<file path="src/rtl/serdes_pkg.sv">
// Shared constants, channel state encoding and CRC-8 step for the SerDes receive deframer.
// Defining SERDES_RX_CRC_EN turns on the trailing CRC-8 check and strip.
package serdes_pkg;

    localparam int unsigned KBit     = 8;
    localparam int unsigned ClsSync  = 0;
    localparam int unsigned ClsAsync = 1;
    localparam logic [7:0]  CrcPoly  = 8'h07;

`ifdef SERDES_RX_CRC_EN
    localparam bit CrcEn = 1'b1;
`else
    localparam bit CrcEn = 1'b0;
`endif

    typedef enum logic [2:0] {
        StIdle,
        StFill,
        StFlush,
        StReady,
        StDrain
    } chan_state_e;

    // One byte of CRC-8, MSB first, no reflection.
    function automatic logic [7:0] crc8_step(input logic [7:0] crc, input logic [7:0] data);
        logic [7:0] c;
        c = crc ^ data;
        for (int i = 0; i < 8; i++) begin
            c = c[7] ? ((c << 1) ^ CrcPoly) : (c << 1);
        end
        return c;
    endfunction

endpackage

</file>
<file path="src/rtl/serdes_rx_chan.sv">
// Per-class packet assembler: buffer, length counter, optional CRC register and channel FSM.
// The CRC register exists only when SERDES_RX_CRC_EN is defined.
module serdes_rx_chan
    import serdes_pkg::*;
#(
    parameter int unsigned  MAX_LEN = 32,
    localparam int unsigned AW      = $clog2(MAX_LEN)
) (
    input  logic          clk_i,
    input  logic          rst_n_i,
    input  logic          we_i,
    input  logic [8:0]    sym_i,
    input  logic          grant_i,
    input  logic          done_i,
    input  logic [AW-1:0] rd_addr_i,
    output logic [7:0]    rd_data_o,
    output logic [AW:0]   plen_o,
    output logic          ready_o,
    output logic          busy_o,
    output logic          err_o
);

    localparam logic [AW:0] LenMax = (AW+1)'(MAX_LEN);
    localparam logic [AW:0] LenOne = (AW+1)'(1);

    chan_state_e   state_q, state_d;
    logic [AW:0]   len_q, len_d;
    logic [7:0]    mem [MAX_LEN];
    logic          acc, first, is_k, crc_bad;
    logic [7:0]    data_in;
    logic [AW-1:0] wr_addr;

    assign is_k    = sym_i[KBit];
    assign data_in = sym_i[7:0];
    assign wr_addr = first ? '0 : len_q[AW-1:0];

`ifdef SERDES_RX_CRC_EN
    logic [7:0] crc_q;

    always_ff @(posedge clk_i or negedge rst_n_i) begin
        if (!rst_n_i) begin
            crc_q <= 8'h00;
        end else if (acc) begin
            crc_q <= crc8_step(first ? 8'h00 : crc_q, data_in);
        end
    end

    assign crc_bad = (crc_q != 8'h00);
`else
    assign crc_bad = 1'b0;
`endif

    always_comb begin
        state_d = state_q;
        len_d   = len_q;
        acc     = 1'b0;
        first   = 1'b0;
        err_o   = 1'b0;
        unique case (state_q)
            StIdle: begin
                if (we_i && !is_k) begin
                    acc     = 1'b1;
                    first   = 1'b1;
                    len_d   = LenOne;
                    state_d = StFill;
                end
            end
            StFill: begin
                if (we_i && !is_k) begin
                    if (len_q == LenMax) begin
                        state_d = StFlush;
                    end else begin
                        acc   = 1'b1;
                        len_d = len_q + LenOne;
                    end
                end else if (we_i) begin
                    if (crc_bad) begin
                        err_o   = 1'b1;
                        state_d = StIdle;
                    end else if (CrcEn && len_q == LenOne) begin
                        // Only the CRC byte arrived: nothing to deliver.
                        state_d = StIdle;
                    end else begin
                        state_d = StReady;
                    end
                end
            end
            StFlush: begin
                if (we_i && is_k) begin
                    err_o   = 1'b1;
                    state_d = StIdle;
                end
            end
            StReady: begin
                if (grant_i) state_d = StDrain;
            end
            StDrain: begin
                if (done_i) state_d = StIdle;
            end
            default: state_d = StIdle;
        endcase
    end

    always_ff @(posedge clk_i or negedge rst_n_i) begin
        if (!rst_n_i) begin
            state_q <= StIdle;
            len_q   <= '0;
        end else begin
            state_q <= state_d;
            len_q   <= len_d;
        end
    end

    always_ff @(posedge clk_i) begin
        if (acc) mem[wr_addr] <= data_in;
    end

    assign rd_data_o = mem[rd_addr_i];
    assign plen_o    = CrcEn ? (len_q - LenOne) : len_q;
    assign ready_o   = (state_q == StReady);
    assign busy_o    = (state_q == StReady) || (state_q == StDrain);

endmodule

</file>
<file path="src/rtl/serdes_rx_deframer.sv">
// SerDes receive deframer top: two class assemblers, sync-first arbiter, registered byte output
// and saturating drop/error counters. SERDES_RX_CRC_EN enables the CRC-8 check in the channels.
module serdes_rx_deframer
    import serdes_pkg::*;
#(
    parameter int unsigned MAX_LEN = 32
) (
    input  logic       clk_i,
    input  logic       rst_n_i,
    input  logic [1:0] sym_we_i,
    input  logic [8:0] sym_i,
    input  logic       out_ready_i,
    output logic       out_valid_o,
    output logic [7:0] out_data_o,
    output logic       out_class_o,
    output logic       out_last_o,
    output logic [7:0] drop_cnt_o,
    output logic [7:0] err_cnt_o
);

    localparam int unsigned AW = $clog2(MAX_LEN);

    logic [1:0]    we, rdy, busy, err, grant, done;
    logic [7:0]    rd_data [2];
    logic [AW:0]   plen [2];
    logic          draining_q, dcls_q;
    logic [AW-1:0] rd_ptr_q;
    logic          load, fin, drop;
    logic [7:0]    cur_data;
    logic [AW:0]   cur_plen;

    // Both strobes high means sync.
    assign we[ClsSync]  = sym_we_i[ClsSync];
    assign we[ClsAsync] = sym_we_i[ClsAsync] & ~sym_we_i[ClsSync];

    for (genvar c = 0; c < 2; c++) begin : g_chan
        serdes_rx_chan #(
            .MAX_LEN (MAX_LEN)
        ) u_chan (
            .clk_i     (clk_i),
            .rst_n_i   (rst_n_i),
            .we_i      (we[c]),
            .sym_i     (sym_i),
            .grant_i   (grant[c]),
            .done_i    (done[c]),
            .rd_addr_i (rd_ptr_q),
            .rd_data_o (rd_data[c]),
            .plen_o    (plen[c]),
            .ready_o   (rdy[c]),
            .busy_o    (busy[c]),
            .err_o     (err[c])
        );
    end

    assign grant[ClsSync]  = ~draining_q & rdy[ClsSync];
    assign grant[ClsAsync] = ~draining_q & ~rdy[ClsSync] & rdy[ClsAsync];

    assign cur_data = rd_data[dcls_q];
    assign cur_plen = plen[dcls_q];

    // Refill the output register when it is empty or its non-final byte is taken.
    assign load = draining_q & (~out_valid_o | (out_ready_i & ~out_last_o));
    assign fin  = draining_q & out_valid_o & out_ready_i & out_last_o;

    assign done[ClsSync]  = fin & ~dcls_q;
    assign done[ClsAsync] = fin & dcls_q;
    assign drop           = |(we & busy);

    always_ff @(posedge clk_i or negedge rst_n_i) begin
        if (!rst_n_i) begin
            draining_q  <= 1'b0;
            dcls_q      <= 1'b0;
            rd_ptr_q    <= '0;
            out_valid_o <= 1'b0;
            out_data_o  <= 8'h00;
            out_class_o <= 1'b0;
            out_last_o  <= 1'b0;
            drop_cnt_o  <= 8'h00;
            err_cnt_o   <= 8'h00;
        end else begin
            if (|grant) begin
                draining_q <= 1'b1;
                dcls_q     <= grant[ClsAsync];
                rd_ptr_q   <= '0;
            end else if (fin) begin
                draining_q <= 1'b0;
            end
            if (load) begin
                out_valid_o <= 1'b1;
                out_data_o  <= cur_data;
                out_class_o <= dcls_q;
                out_last_o  <= ({1'b0, rd_ptr_q} == (cur_plen - (AW+1)'(1)));
                rd_ptr_q    <= rd_ptr_q + AW'(1);
            end else if (fin) begin
                out_valid_o <= 1'b0;
                out_last_o  <= 1'b0;
            end
            if (drop && drop_cnt_o != 8'hFF) drop_cnt_o <= drop_cnt_o + 8'd1;
            if ((|err) && err_cnt_o != 8'hFF) err_cnt_o <= err_cnt_o + 8'd1;
        end
    end

endmodule

</file>
<file path="config.mk">
export PLATFORM = sky130hd
export DESIGN_NAME = serdes_rx_deframer
export DESIGN_NICKNAME = d
export VERILOG_FILES = /design/src/rtl/serdes_pkg.sv /design/src/rtl/serdes_rx_chan.sv /design/src/rtl/serdes_rx_deframer.sv
export SDC_FILE = /design/constraint.sdc
export NUM_CORES = 1
export LEC_CHECK = 0
export BUFFER_PORTS_ARGS = -buffer_cell sky130_fd_sc_hd__buf_4
export CAP_MARGIN = 10
export CORE_MARGIN = 5
export CORE_UTILIZATION = 60
export CTS_BUF_LIST = sky130_fd_sc_hd__clkbuf_16
export DETAILED_ROUTE_END_ITERATION = 12
export HOLD_SLACK_MARGIN = 0.02
export PLACE_DENSITY_LB_ADDON = 0.25
export SETUP_SLACK_MARGIN = 0.3
export SYNTH_ARGS = -nofsm -noshare
export SYNTH_HDL_FRONTEND = slang
export SYNTH_HIERARCHICAL = 1
export SYNTH_SLANG_ARGS = --single-unit
</file>
<file path="constraint.sdc">
create_clock -name clk_i -period 2.9 [get_ports clk_i]
set_clock_uncertainty 0.1 [all_clocks]
set_input_delay 0.29 -clock clk_i [delete_from_list [all_inputs] [get_ports clk_i]]
set_output_delay 0.29 -clock clk_i [all_outputs]
set_load 0.01 [all_outputs]
</file>
Word level (Yosys, flattened, before mapping)
Memories as Yosys holds them, arrays and structs flattened.
Cells that the tools add are included.
{ "totals": {"ram_bits": 512, "regBits": 52, "input_bits": 14, "elab_cells": 150, "mem_count": 2} }
{ "op_classes": {"n_lt_le_gt_ge": 1, "n_eq_ne": 29, "muxes": 56, "n_reduce_logical": 23, "addsub": 6, "bitwise": 20} }
{ "mem_list": {"columns": ["memory", "depth", "word_bits", "read_ports", "rd_ports_with_merged_regs", "wr", "line_no", "source"], "rows": [
  ["g_chan[0].u_chan.mem", 32, 8, 1, 0, 1, "serdes_rx_chan.sv:28", "logic [7:0] mem [MAX_LEN];"],
  ["g_chan[1].u_chan.mem", 32, 8, 1, 0, 1, "serdes_rx_chan.sv:28", null]
]} }
{ "op_table": {"columns": ["cell", "count"], "rows": [
  ["two-way mux 6 bit", 9],
  ["two-way mux 3 bit", 14],
  ["one-hot mux 3 bit (5 select lines)", 2],
  ["two-way mux 8 bit", 3],
  ["one-hot mux 6 bit (2 select lines)", 2],
  ["two-way mux 1 bit", 20],
  ["two-way mux 5 bit", 4],
  ["inequality test 2 x 1 -> 1 bit, second input constant", 10],
  ["adder 8 x 1 -> 8 bit, second input constant", 2],
  ["inequality test 8 bit, second input constant", 2],
  ["adder 6 x 1 -> 6 bit, second input constant", 2],
  ["equality test 3 x 2 -> 1 bit, second input constant", 4],
  ["equality test 6 bit, second input constant", 2],
  ["AND reduction 6 bit", 2],
  ["bitwise AND 1 bit", 11],
  ["nonzero test 2 bit", 5],
  ["AND reduction 4 bit", 2],
  ["equality test 3 x 1 -> 1 bit, second input constant", 2],
  ["equality test 3 bit, second input constant", 2],
  ["equality test 5 x 6 -> 1 bit", 1],
  ["logical AND 1 bit", 6],
  ["logical NOT 3 bit", 2],
  ["inequality test 3 bit, second input constant", 2],
  ["NOT 1 bit", 6],
  ["other kinds (13)", 18]
]} }

Depth between registers and ports, before layout
Gate-level depths: netlist of run 1.
{ "depth": {"depth_word": 7, "mapped_depth": 9} }

Modules after synthesis
The synthesis of run 1 kept the hierarchy.
{ "by_module_without_submodules": {"columns": ["mod", "seq_area_each_um2", "area_per_inst_um2", "cells_each", "n_inst"], "rows": [
  ["serdes_rx_chan (g_chan[1].u_chan)", 7912.6, 10502.6, 479, 1],
  ["serdes_rx_chan (g_chan[0].u_chan)", 7912.6, 10473.8, 479, 1],
  ["serdes_rx_deframer", 850.8, 1805.5, 172, 1]
]} }

Worst setup path before layout of run 1
No wires, ideal clock.
{ "synth_path": {"path_kind": "reg2reg", "start": "register rd_ptr_q[2]", "end": "register out_data_o[0]", "period_less_slack_ps": 2580, "path_stages_with_launch": 8, "slack_ps": 320, "n_path_buf": 2, "arrival_time_ps": 2344, "setup_ps": 136, "required_time_ps": 2664, "cell_sequence": "dfrtp_1 clkbuf_1 clkbuf_1 mux4_2 mux4_2 mux2_2 mux2i_1 o21ai_0"} }
{ "synth_lines": {"columns": ["element", "line_no", "source"], "rows": [
  ["start, declared", "serdes_rx_deframer.sv:27", "logic [AW-1:0] rd_ptr_q;"],
  ["start signal, assigned", "serdes_rx_deframer.sv:93", "rd_ptr_q <= rd_ptr_q + AW'(1);"],
  ["end signal, assigned", "serdes_rx_deframer.sv:90", "out_data_o <= cur_data;"],
  ["end, declared", "serdes_rx_deframer.sv:14", "output logic [7:0] out_data_o,"]
]} }

==> flow_summary.ini, run 1 <==
[worst_hold_path]
hp-start = sym_we_i[1]
hold_path.class = in -> reg
min_to = drop_cnt_o[2]$_DFFE_PN0P_
hold_depth = 5

[clocking]
cts_buffer_depth = 3
cts_root_buf = clkbuf_16
cts_inserted_buffers = 55
cts_tree = yes
h-tree-depth = 2
cts.clk_slew.worst_paths_ns = 0.06
cts.sinks = 564
clkLatencyLatePin_ns = 0.60

[synth]
synth.distinct_cells = 49
yosys-top-cells-area = edfxtp_1 (67%), mux4_2 (16%), dfrtp_1 (5.7%)
ys_async_sr_fraction = 0.0922
ys_ff_latch = 564
yosysSeqAreaShare = 0.732
synth_area_um2 = 22800
synth_edf_count = 512
synth_nets = 1152
synth_warnings = 6
synth_ff_type = edfxtp_1
yosys.area.top_type_share = 0.675
syn_avg_cell_area_um2 = 20.2
syn_inst = 1130
yosys.area.top_type = edfxtp_1

[pwr]
power_frac_seq = 0.414
p_total_mw = 23.3
p_leak_nw = 8.91
p_sw_frac = 0.280
irDropWorstVdd_mv = 0.619
p_per_area_nw_per_um2 = 873
cell_internal_pwr_mw = 16.7
power_frac_comb = 0.288
clkPwrFrac = 0.299
p_switching_mw = 6.52

[global_route]
grt_pass1_wl_um = 74000
grt_max_degree = 65
antenna_found_initial = 1
use_met1 = 0.367
top_usage_layer = met1
grt_pass1_vias = 11700
grtUsageMet2 = 0.361
grt.overflow.total = 0
grt_util_all_layers = 0.240
grt_util_met3 = 0.0587

[floorplanning]
initial_core_util = 0.606
rows = 71
die-area_um2 = 42000
io_pins = 41
fp.dieW_um = 205
core_um2 = 37600
dieHeight_um = 205

[placement]
gp_routability_congestion = 0.797
dpl.hpwl_um = 29300
place_area_um2 = 24400
pre_cts_slack_ns = 0.0405
port_buffers = 40

[critical_path]
ff2ff_setup_slack_ns = 0.20
critPathCaptureType = flop
worstReg2RegEnd = out_data_o[0]$_DFFE_PN0P_
reg2regPathDepth = 7
crit_path_start_kind = flop
crit_slowest_cell = mux4_2
path_max_fanout = 7
max_stage_delay_ns = 0.55
required_ns = 3.26
critPathKind = reg -> reg
critPathArrivalTime_ns = 3.06
crit_family = multiplexers
path_common_cell = mux4_2
path_buf_inv = 2
timing.rr.start = rd_ptr_q[1]$_DFFE_PN0P_
cp_cell_sequence = buf_12 > buf_16 > mux4_2 > mux4_2 > mux2_4 > mux2i_1 > o21ai_0

[sta]
setup_ws_ns = 0.201
min_period_ns = 2.70
max_slew.worst_pin.slew_ns = 0.723
finalHoldViolCount = 0
max_slew_margin = 0.518
setup-tns-final_ns = 0
setup_violations = 0
drv_slew = 0
max_freq_mhz = 371
rsz0062_at_grt = true
fin_crit_sh = 0.931

[drt]
firstDrtPassIters = 5
antenna_left = 0
drt_iter0_markers = 1288
avgViaCountPerCell = 6.27
drt_wl_total_um = 49500
wl_per_cell_um = 26.6
remaining_drc_errors = 0
vias = 11700

[layout]
area_growth_pct = 17.0
final_util = 0.709
nNetsFinal = 1327
fillers = 2198
fin_area_um2 = 26700
antenna_cells = 0
drive_gt1_frac = 0.331

[status]
status = completed

[job]
drv_cap = 0
[stage by stage]
step                      cells  hold slack [ns]
after detailed placement   1739            0.294
after CTS                  1855           0.0862
after global routing       1863            0.126
after global placement     1739            0.284
final                      1863            0.125
after floorplan            1130           -0.106
[metal layers]
metal | part of all wire | vias to the layer above | routed length [µm]
met5 | 0 | - | 0
met4 | 0.020 | 0 | 991
met3 | 0.091 | 67 | 4520
met2 | 0.47 | 564 | 23400
met1 | 0.42 | 6073 | 20600
li1 | - | 4969 | -
[cell usage after synthesis (14+ instances only)]
library cell  number
mux2_2            20
mux4_2           160
nand3_1           15
nand2_1           25
clkbuf_1          18
xor2_1            16
o21ai_0           23
dfrtp_1           52
inv_1             15
nor2_1            96
buf_1             17
edfxtp_1         512
mux2i_1           16
xnor2_1           14
[final cells by class]
cell class	instances	area [µm²]	share of cell area
flip-flops and latches	564	16700	0.626
multi-input cells	494	5790	0.217
repair buffers	175	1700	0.0638
clock buffers	56	1400	0.0526
well taps	511	639	0.0240
clock inverters	48	374	0.0140
inverters	15	56.3	0.00211
[registers in the layout, indices dropped and copies added, names as in the netlist]
signal / cells
drop_cnt_o: 8
draining_q: 1
out_class_o: 1
out_last_o: 1
g_chan.u_chan/plen_o: 12
dcls_q: 1
g_chan.u_chan/mem: 512
err_cnt_o: 8
out_data_o: 8
g_chan.u_chan/state_q: 6
rd_ptr_q: 5
out_valid_o: 1
[worst reg2reg max path: cells and delay by family, from the launching register on]
kind / cells / cell delay, ns
compound gates: 1 / 0.10
mux: 4 / 1.51
flops: 1 / 0.53
buf+inv: 2 / 0.34
[layout by cell type (no fill, tap or decap), types with 16 or more instances in the layout]
master	n
o21ai_0	20
nand2_1	25
edfxtp_1	512
clkbuf_16	61
buf_4	145
xor2_1	16
mux2i_1	16
dfrtp_1	48
nor2_1	95
inv_1	33
mux4_2	160
[how the worst max path moves through the flow]
stage | startpoint | endpoint | slack [ns] | cells after the start
6_report | rd_ptr_q[1]$_DFFE_PN0P_ | out_data_o[0]$_DFFE_PN0P_ | 0.20 | 7
5_1_grt | rd_ptr_q[1]$_DFFE_PN0P_ | out_data_o[5]$_DFFE_PN0P_ | 0.14 | 7
4_1_cts | rd_ptr_q[1]$_DFFE_PN0P_ | out_data_o[6]$_DFFE_PN0P_ | 0.19 | 6
3_5_place_dp | rd_ptr_q[1]$_DFFE_PN0P_ | out_data_o[6]$_DFFE_PN0P_ | 0.04 | 7
3_3_place_gp | sym_we_i[0] | g_chan[0].u_chan/mem[19][3]$_DFFE_PP_ | 0.04 | 8
2_1_floorplan | rd_ptr_q[2]$_DFFE_PN0P_ | out_data_o[0]$_DFFE_PN0P_ | 0.32 | 7
[power by group through the flow]
stage          clock network [mW]  logic, mW  registers, mW
2_1_floorplan                   0       4.16           9.66
3_3_place_gp                    0       5.83           9.77
3_5_place_dp                    0       5.93           9.78
4_1_cts                      7.05       6.36           9.61
5_1_grt                      7.46       7.11           9.67
6_report                     6.95       6.70           9.62
[logic make-up (layout without fill, tap and decap cells)]
family / after synthesis / in the layout / synth area share
fa+ha+maj: 8 / 8 / 0.00439
xor+xnor: 30 / 30 / 0.0115
simple gates: 200 / 200 / 0.0431
mux: 196 / 196 / 0.175
flops: 564 / 564 / 0.732
compound gates: 60 / 60 / 0.0177
buf+inv: 72 / 294 / 0.0161
[timing repair]
item	CTS	global route
cloned	3	6
endpoints found under the setup margin	264	365
hold endpoints to repair	56	0
gates resized for setup	12	17
pin swaps	0	1
hold buffers	3	0
setup buffers	6	2
Power figures use the tool's default switching activity.
==> run 2: changes to the inputs <==
Settings changed: GPL_TIMING_DRIVEN from default to 0.
==> run 2 against run 1 <==
Effect of this change: count of clock-buffer cells in the layout decreased by 2; sequential cell count unchanged; power decreased by 0.57%; setup slack got worse by 0.017 ns; fmax decreased by 0.64%; non-clock buffer count increased by 29; register-to-register slack got worse by 0.02 ns; die area unchanged; clock power decreased by 6.0%; cell count increased by 0.91%; critical endpoint is now out_data_o[6]$_DFFE_PN0P_; largest power group unchanged.
==> flow_summary.ini, run 2 (same netlist as run 1, synthesis figures left out) <==
[placement]
dpl.hpwl_um = 29700
gp_routability_congestion = 0.821
place_area_um2 = 23700
port_buffers = 40

[global_route]
grt_pass1_wl_um = 79300
grt_max_degree = 65
grt_util_all_layers = 0.261
grt.overflow.total = 0
antenna_found_initial = 0
grt_pass1_vias = 12300

[sta]
finalHoldViolCount = 0
setup-tns-final_ns = 0
drv_slew = 0
fin_crit_sh = 0.936
max_slew_margin = 0.449
setup_violations = 0
max_slew.worst_pin.slew_ns = 0.824
min_period_ns = 2.72
max_freq_mhz = 368
rsz0062_at_grt = true
fin_hold_ws_ns = 0.0973

[layout]
largest_register_ffs = 512
layout_common_cells = edfxtp_1 (512), mux4_2 (160), buf_4 (103)
antenna_cells = 0
nNetsFinal = 1355
seq_area_um2 = 16700
top_register = g_chan.u_chan/mem
fin_area_um2 = 27700
drive_gt1_frac = 0.386
fillers = 2065
layout_commonest_cell = edfxtp_1
multi_input_area_um2 = 6330
area_growth_pct = 21.4

[critical_path]
required_ns = 3.27
critPathKind = reg -> reg
path_max_fanout = 8
critPathArrivalTime_ns = 3.08
path_common_cell = buf_12
crit_family = multiplexers
max_stage_delay_ns = 0.52
cp_cell_sequence = buf_12 > buf_12 > buf_12 > mux4_2 > mux4_2 > mux2_4 > mux2i_1 > o21ai_1
crit_path_start_kind = flop
crit_slowest_cell = mux4_2
path_buf_inv = 3
critPathCaptureType = flop

[clocking]
cts.sinks = 564
h-tree-depth = 2
cts_root_buf = clkbuf_16
cts.clk_slew.worst_paths_ns = 0.07
cts_buffer_depth = 3
cts_inserted_buffers = 54
cts_tree = yes
clkLatencyLatePin_ns = 0.60

[drt]
vias = 12000
firstDrtPassIters = 5
remaining_drc_errors = 0
drt_iter0_markers = 1403
avgViaCountPerCell = 6.40
drt_wl_total_um = 53200
antenna_left = 0
wl_per_cell_um = 28.3

[floorplanning]
io_pins = 41
dieHeight_um = 205
core_um2 = 37600
rows = 71
die-area_um2 = 42000
fp.dieW_um = 205
initial_core_util = 0.606

[worst_hold_path]
hold_path.class = in -> reg

[job]
drv_cap = 0

[status]
status = completed

[pwr]
p_leak_nw = 9.02
p_per_area_nw_per_um2 = 837
irDropWorstVdd_mv = 0.685
run 2: cell count changes in the layout (fill, tap and decap cells not counted), sizes merged:
cell / before / now
clkinv: 22 / 25
inv: 34 / 24
buf: 167 / 181
clkbuf: 61 / 74
bufinv: 6 / 3
run 2: final timing paths:
kind / depth (start not counted) / to / start / slack, ns
max reg2reg: 8 / out_data_o[6]$_DFFE_PN0P_ / rd_ptr_q[1]$_DFFE_PN0P_ / 0.18
min: 4 / drop_cnt_o[0]$_DFFE_PN0P_ / sym_we_i[0] / 0.1
max in group asynchronous: 2 / g_chan[1].u_chan/plen_o[1]$_DFFE_PN0P_ / rst_n_i / 2.04
max: 8 / out_data_o[6]$_DFFE_PN0P_ / rd_ptr_q[1]$_DFFE_PN0P_ / 0.18
min reg2reg: 1 / drop_cnt_o[6]$_DFFE_PN0P_ / drop_cnt_o[6]$_DFFE_PN0P_ / 0.40
min in group asynchronous: 2 / drop_cnt_o[3]$_DFFE_PN0P_ / rst_n_i / 0.17
run 2: routing by layer:
metal	vias to the layer above	wire length, µm	track usage	share of wire
met4	0	1640	0.0804	0.031
met5	-	0	0	0
met3	107	4940	0.0532	0.093
met2	630	25900	0.414	0.49
li1	5017	-	-	-
met1	6286	20800	0.376	0.39
run 2: timing repair:
item	in CTS	in global routing
pin swaps	63	10
endpoints found under the hold margin	56	0
endpoints found under the setup margin	521	478
buffers inserted	88	14
hold buffers	3	0
resized for setup	217	20
cloned	1	1
run 2: cell type report:
type / instances / share of cell area
Tap cell: 511 / 0.0231
Inverter: 15 / 0.00204
Clock buffer: 54 / 0.0489
Timing Repair Buffer: 147 / 0.0646
Buffer: 57 / 0.0196
Clock inverter: 38 / 0.00955
Sequential cell: 564 / 0.603
Multi-Input combinational cell: 494 / 0.229
run 2: through the flow:
step | power [mW] | utilization | setup slack, ns | instances
finish | 23.1 | 0.736 | 0.184 | 1880
global route | 24.1 | 0.736 | 0.140 | 1880
CTS | 22.9 | 0.729 | 0.233 | 1865
detailed placement | 15.7 | 0.631 | -0.547 | 1681
global placement | 15.6 | 0.631 | -0.524 | 1681
floorplan | 13.8 | - | 0.320 | 1130
run 2: power breakdown:
| group | total (mW) | switching [mW] | internal, mW |
|---|---|---|---|
| clock | 6.53 | 2.90 | 3.63 |
| sequential | 9.62 | 0.413 | 9.21 |
| combinational | 6.98 | 3.53 | 3.46 |
| total | 23.1 | 6.84 | 16.3 |
run 2: worst min-delay path: stages:
cell       delay (ns)
buf_4            0.14
nand2_1          0.07
a2bb2oi_2        0.10
xor2_1           0.14
